## src/rtl/fetch_unit_if.sv

```systemverilog
// rtl/fetch_unit_if.sv - control and status bundle between the core and the fetch stage
interface fetch_unit_if #(
  parameter int unsigned ADDR_BITS = 8
);
  logic                 start;
  logic                 stall;
  logic                 halt;
  logic                 branch_taken;
  logic [ADDR_BITS-1:0] branch_offset;
  logic                 jump;
  logic [ADDR_BITS-1:0] jump_target;
  logic                 link;
  logic                 ret;
  logic [ADDR_BITS-1:0] address;
  logic [ADDR_BITS-1:0] pc_plus_one;
  logic [ADDR_BITS-1:0] link_addr;
  logic                 running;
  logic                 halted;
  logic                 wrap;

  // core side: issues control, observes the PC
  modport master (
    output start, stall, halt, branch_taken, branch_offset,
    output jump, jump_target, link, ret,
    input  address, pc_plus_one, link_addr, running, halted, wrap
  );

  // fetch stage side
  modport slave (
    input  start, stall, halt, branch_taken, branch_offset,
    input  jump, jump_target, link, ret,
    output address, pc_plus_one, link_addr, running, halted, wrap
  );
endinterface

```

## src/rtl/fetch_unit.sv

```systemverilog
// rtl/fetch_unit.sv - program counter, next-address select, link register and run FSM
module fetch_unit #(
  parameter int unsigned          ADDR_BITS  = 8,
  parameter logic [ADDR_BITS-1:0] RESET_ADDR = '0
) (
  input  logic         clk,
  input  logic         reset,
  fetch_unit_if.slave  bus
);

  typedef enum logic [1:0] {
    IDLE   = 2'd0,
    RUN    = 2'd1,
    HALTED = 2'd2
  } state_t;

  state_t               state, next_state;
  logic [ADDR_BITS-1:0] pc, next_pc;
  logic [ADDR_BITS-1:0] lr, next_lr;
  logic                 wrap_q, next_wrap;
  logic [ADDR_BITS-1:0] pc_inc;

  assign pc_inc = pc + 1'b1;

  // state, PC, link register and wrap flag; reset forces IDLE immediately
  always_ff @(posedge clk or posedge reset) begin
    if (reset) begin
      state  <= IDLE;
      pc     <= RESET_ADDR;
      lr     <= '0;
      wrap_q <= 1'b0;
    end else begin
      state  <= next_state;
      pc     <= next_pc;
      lr     <= next_lr;
      wrap_q <= next_wrap;
    end
  end

  // next state and next PC selection, highest priority first
  always_comb begin
    next_state = state;
    next_pc    = pc;
    next_lr    = lr;
    next_wrap  = 1'b0;
    unique case (state)
      IDLE, HALTED: begin
        // only start is honoured while stopped; restart reloads the PC
        if (bus.start) begin
          next_state = RUN;
          next_pc    = RESET_ADDR;
          next_lr    = '0;
        end
      end
      RUN: begin
        if (bus.halt) begin
          // the halting instruction stays presented on the address bus
          next_state = HALTED;
        end else if (bus.stall) begin
          next_pc = pc;
        end else if (bus.ret) begin
          next_pc = lr;
        end else if (bus.jump) begin
          next_pc = bus.jump_target;
          if (bus.link) next_lr = pc_inc;
        end else if (bus.branch_taken) begin
          // same-width add gives sign-extended offset modulo 2**ADDR_BITS
          next_pc = pc + bus.branch_offset;
        end else begin
          next_pc   = pc_inc;
          next_wrap = (pc == {ADDR_BITS{1'b1}});
        end
      end
      default: begin
        next_state = IDLE;
        next_pc    = RESET_ADDR;
        next_lr    = '0;
      end
    endcase
  end

  assign bus.address     = pc;
  assign bus.pc_plus_one = pc_inc;
  assign bus.link_addr   = lr;
  assign bus.running     = (state == RUN);
  assign bus.halted      = (state == HALTED);
  assign bus.wrap        = wrap_q;

endmodule

```

## src/flat_wrapper.sv

```systemverilog
// flat-port wrapper written by rule: the top's interface ports become plain ports
module fetch_unit_flat 
#(
  parameter int unsigned          ADDR_BITS  = 8,
  parameter logic [ADDR_BITS-1:0] RESET_ADDR = '0
)
  (clk, reset, bus_start, bus_stall, bus_halt, bus_branch_taken, bus_branch_offset, bus_jump, bus_jump_target, bus_link, bus_ret, bus_address, bus_pc_plus_one, bus_link_addr, bus_running, bus_halted, bus_wrap);
  fetch_unit_if #(.ADDR_BITS(ADDR_BITS)) bus_i ();
  input  logic clk;
  input  logic reset;
  input wire logic [$bits(bus_i.start)-1:0] bus_start;
  input wire logic [$bits(bus_i.stall)-1:0] bus_stall;
  input wire logic [$bits(bus_i.halt)-1:0] bus_halt;
  input wire logic [$bits(bus_i.branch_taken)-1:0] bus_branch_taken;
  input wire logic [$bits(bus_i.branch_offset)-1:0] bus_branch_offset;
  input wire logic [$bits(bus_i.jump)-1:0] bus_jump;
  input wire logic [$bits(bus_i.jump_target)-1:0] bus_jump_target;
  input wire logic [$bits(bus_i.link)-1:0] bus_link;
  input wire logic [$bits(bus_i.ret)-1:0] bus_ret;
  output wire logic [$bits(bus_i.address)-1:0] bus_address;
  output wire logic [$bits(bus_i.pc_plus_one)-1:0] bus_pc_plus_one;
  output wire logic [$bits(bus_i.link_addr)-1:0] bus_link_addr;
  output wire logic [$bits(bus_i.running)-1:0] bus_running;
  output wire logic [$bits(bus_i.halted)-1:0] bus_halted;
  output wire logic [$bits(bus_i.wrap)-1:0] bus_wrap;
  assign bus_i.start = bus_start;
  assign bus_i.stall = bus_stall;
  assign bus_i.halt = bus_halt;
  assign bus_i.branch_taken = bus_branch_taken;
  assign bus_i.branch_offset = bus_branch_offset;
  assign bus_i.jump = bus_jump;
  assign bus_i.jump_target = bus_jump_target;
  assign bus_i.link = bus_link;
  assign bus_i.ret = bus_ret;
  assign bus_address = bus_i.address;
  assign bus_pc_plus_one = bus_i.pc_plus_one;
  assign bus_link_addr = bus_i.link_addr;
  assign bus_running = bus_i.running;
  assign bus_halted = bus_i.halted;
  assign bus_wrap = bus_i.wrap;
  fetch_unit #(.ADDR_BITS(ADDR_BITS), .RESET_ADDR(RESET_ADDR)) u_core (.clk(clk), .reset(reset), .bus(bus_i));
endmodule
```

## config.mk

```make
export PLATFORM = sky130hd
export DESIGN_NAME = fetch_unit_flat
export DESIGN_NICKNAME = d
export VERILOG_FILES = /design/src/rtl/fetch_unit_if.sv /design/src/rtl/fetch_unit.sv /design/src/flat_wrapper.sv
export SDC_FILE = /design/constraint.sdc
export NUM_CORES = 1
export LEC_CHECK = 0
export ABC_AREA = 0
export CAP_MARGIN = 40
export CORE_MARGIN = 2
export CORE_UTILIZATION = 30
export DETAILED_ROUTE_END_ITERATION = 6
export GPL_ROUTABILITY_DRIVEN = 0
export PLACE_DENSITY = 0.56
export REMOVE_ABC_BUFFERS = 1
export SLEW_MARGIN = 10
export SYNTH_ARGS = -nofsm -noshare
export SYNTH_HDL_FRONTEND = slang
export SYNTH_SLANG_ARGS = --single-unit
```

## constraint.sdc

```tcl
create_clock -name clk -period 3.15 [get_ports clk]
set_clock_uncertainty 0.1 [all_clocks]
set_input_delay 0.315 -clock clk [delete_from_list [all_inputs] [get_ports clk]]
set_output_delay 0.315 -clock clk [all_outputs]
set_load 0.03 [all_outputs]
```

==> flow_summary.json <==
{
  "grt_max_degree": 20,
  "yosys_register_bits": 19,
  "finalCritPeriodShare_pct": 85.0,
  "path_buf_inv": 1,
  "r2r_slack_ps": 690,
  "worst_slew_pin_slew_ps": 746,
  "endpoint_kind": "output port",
  "wl_per_cell_um": 16.2,
  "ir_drop_mv": 0.143,
  "hold_class": "in -> async",
  "dpl.hpwl_mm": 3.32,
  "cpPeakStageDelay_ps": 740,
  "dieArea_um2": 5110,
  "n_antenna_cell": 0,
  "synth_top_cell_by_area": "dfrtp_1",
  "setup_viol": 0,
  "grt_pass1_vias": 1358,
  "synth.top_cells.by_count": "dfrtp_1, o21ai_0, nand2_1",
  "utilization_pct": 45.4,
  "synthArstFlopShare_pct": 100,
  "synth_warnings": 0,
  "slew_violations": 0,
  "dr.pass1.iters": 4,
  "hold_violations": 0,
  "cap_violations": 0,
  "power_leakage_nw": 0.824,
  "synth_cell_types": 39,
  "syn2layout_area_growth_pct": 44.8,
  "worstPathRequired_ps": 2730,
  "synth-edff-count": 0,
  "p_per_area_nw_per_um2": 427,
  "drc_errors": 0,
  "die_w_um": 71.5,
  "clk_pin_slew_worst_paths_ps": 80,
  "crit_fanout": 10,
  "cts_tree": "done",
  "grt_pass1_wl_mm": 6.87,
  "worst_ep_arrival_time_ps": 2260,
  "port_buffers": 51,
  "fp-row-count": 24,
  "cts_resized": 0,
  "grt_overflow": 0,
  "netlist_area_um2": 1370,
  "cts_hold_buf": 0,
  "clockRootBuffer": "clkbuf_8",
  "detail_route.iter0.violations": 56,
  "grt_usage_pct": 17.1,
  "cp_slowest_cell": "clkdlybuf4s50_1",
  "drive_gt1_share_pct": 4.81,
  "cts_buffers": 3,
  "clk_latency_ps": 270,
  "cp-start-kind": "register",
  "min_period_ps": 2680,
  "clock-sinks": 19,
  "fin_tns_setup_ps": 0,
  "ys.flop_type": "dfrtp_1",
  "rsz0062_at_grt": "false",
  "nets": 243,
  "cp_top_family": "buffers and inverters",
  "synthCells": 157,
  "crit_chain": "ha_1 > nand3_1 > xnor2_1 > clkdlybuf4s50_1",
  "io_pins": 52,
  "synth_seq_area_share_pct": 34.8,
  "slew_headroom_pct": 50.2,
  "die_y_um": 71.5,
  "htree_levels": 1,
  "vias": 1376,
  "antenna_found_initial": 0,
  "start_util_pct": 31.4,
  "wl_mm": 4.22,
  "status": "complete, no violations",
  "synth_top_area_share_pct": 34.8,
  "ant_nets": 0,
  "clockBufferDepth": 2,
  "avgSynthCellArea_um2": 8.69,
  "postCtsSetupRepairBufs": 0,
  "worst-setup-path-type": "reg -> out",
  "routed_via_density": 5.29,
  "core_um2": 4350,
  "timing.fmax_mhz": 373,
  "ys_top_cells_by_area": "dfrtp_1, ha_1, o21ai_0, nand2_1, a22o_1"
}
-- metal layers --
metal  wire length, um  track usage (%)
met1              1960             22.5
met2              2070             28.3
met3               135             2.11
met4                57             7.34
met5                 0                0
-- layout by cell type (no fill, tap or decap), types with 3 or more instances in the layout --
master,instances
o21ai_0,19
nor2_1,12
dfrtp_1,19
clkdlybuf4s50_1,51
a211oi_1,3
a21o_1,3
xor2_1,5
clkbuf_8,3
inv_1,6
ha_1,8
nand2_1,14
xnor2_1,6
a22o_1,6
o22ai_1,4
a32oi_1,3
nand3_1,9
a21oi_1,7
-- cell type report --
cell class	instances	area (um2)
Clock inverter	1	5.00
Clock buffer	3	41.3
Timing Repair Buffer	53	526
Inverter	6	22.5
Sequential cell	19	475
Tap cell	52	65.1
Multi-Input combinational cell	126	842
Fill cell	422	2380
-- worst reg2reg max path: cells and delay by family, from the launching register on --
kind / cells / cell delay (ps)
AOI/OAI and AO/OA: 4 / 970
adders and majority gates: 2 / 710
xor gates and xnor gates: 1 / 80
DFF: 1 / 510
-- path summary, 6_finish.rpt --
check	from	end	cells past startpoint
worst max-delay path	u_core.bus.address[0]	bus_pc_plus_one[4]	4
worst min-delay path	reset	u_core.bus.link_addr[6]	2
worst max register to register	u_core.bus.address[0]	u_core.bus.address[6]	7
worst min register to register	u_core.bus.link_addr[0]	u_core.bus.link_addr[0]	2
max in group asynchronous	reset	u_core.bus.link_addr[0]	2
min in group clk	u_core.bus.link_addr[0]	u_core.bus.link_addr[0]	2
-- state kept, by name, summed over array words and instances (netlist names) --
signal / cells
u_core.bus.address: 8
u_core.bus.wrap: 1
u_core.bus.link_addr: 8
u_core.state: 2
-- power by group --
group | internal, W | switching [W] | leakage [nW] | total, W
logic | 0.000153 | 0.000204 | 0.539 | 0.000357
registers | 0.000269 | 0.0000379 | 0.260 | 0.000307
clock network | 0.0000883 | 0.0000909 | 0.0255 | 0.000179
total | 0.000510 | 0.000333 | 0.824 | 0.000843
-- cell families (layout without fill, tap and decap cells) --
family	Yosys count	count (layout)	synth area share, %
fa+ha+maj	9	9	8.80
mux	2	2	1.56
xor+xnor	11	11	7.06
compound gates	55	55	26.2
simple gates	49	49	18.1
flops	19	19	34.8
buf+inv	12	63	3.48
-- stage by stage --
step	cell area, um2	std cells	total power, W	hold WS [ps]	setup slack, ps
after CTS	1980	260	0.000847	416	463
final	1980	260	0.000843	373	472
after global placement	1930	256	0.000666	396	626
after floorplan	1340	151	0.000510	166	831
after detailed placement	1930	256	0.000671	400	570
after global routing	1980	260	0.000889	453	329
Power figures use the tool's default switching activity.
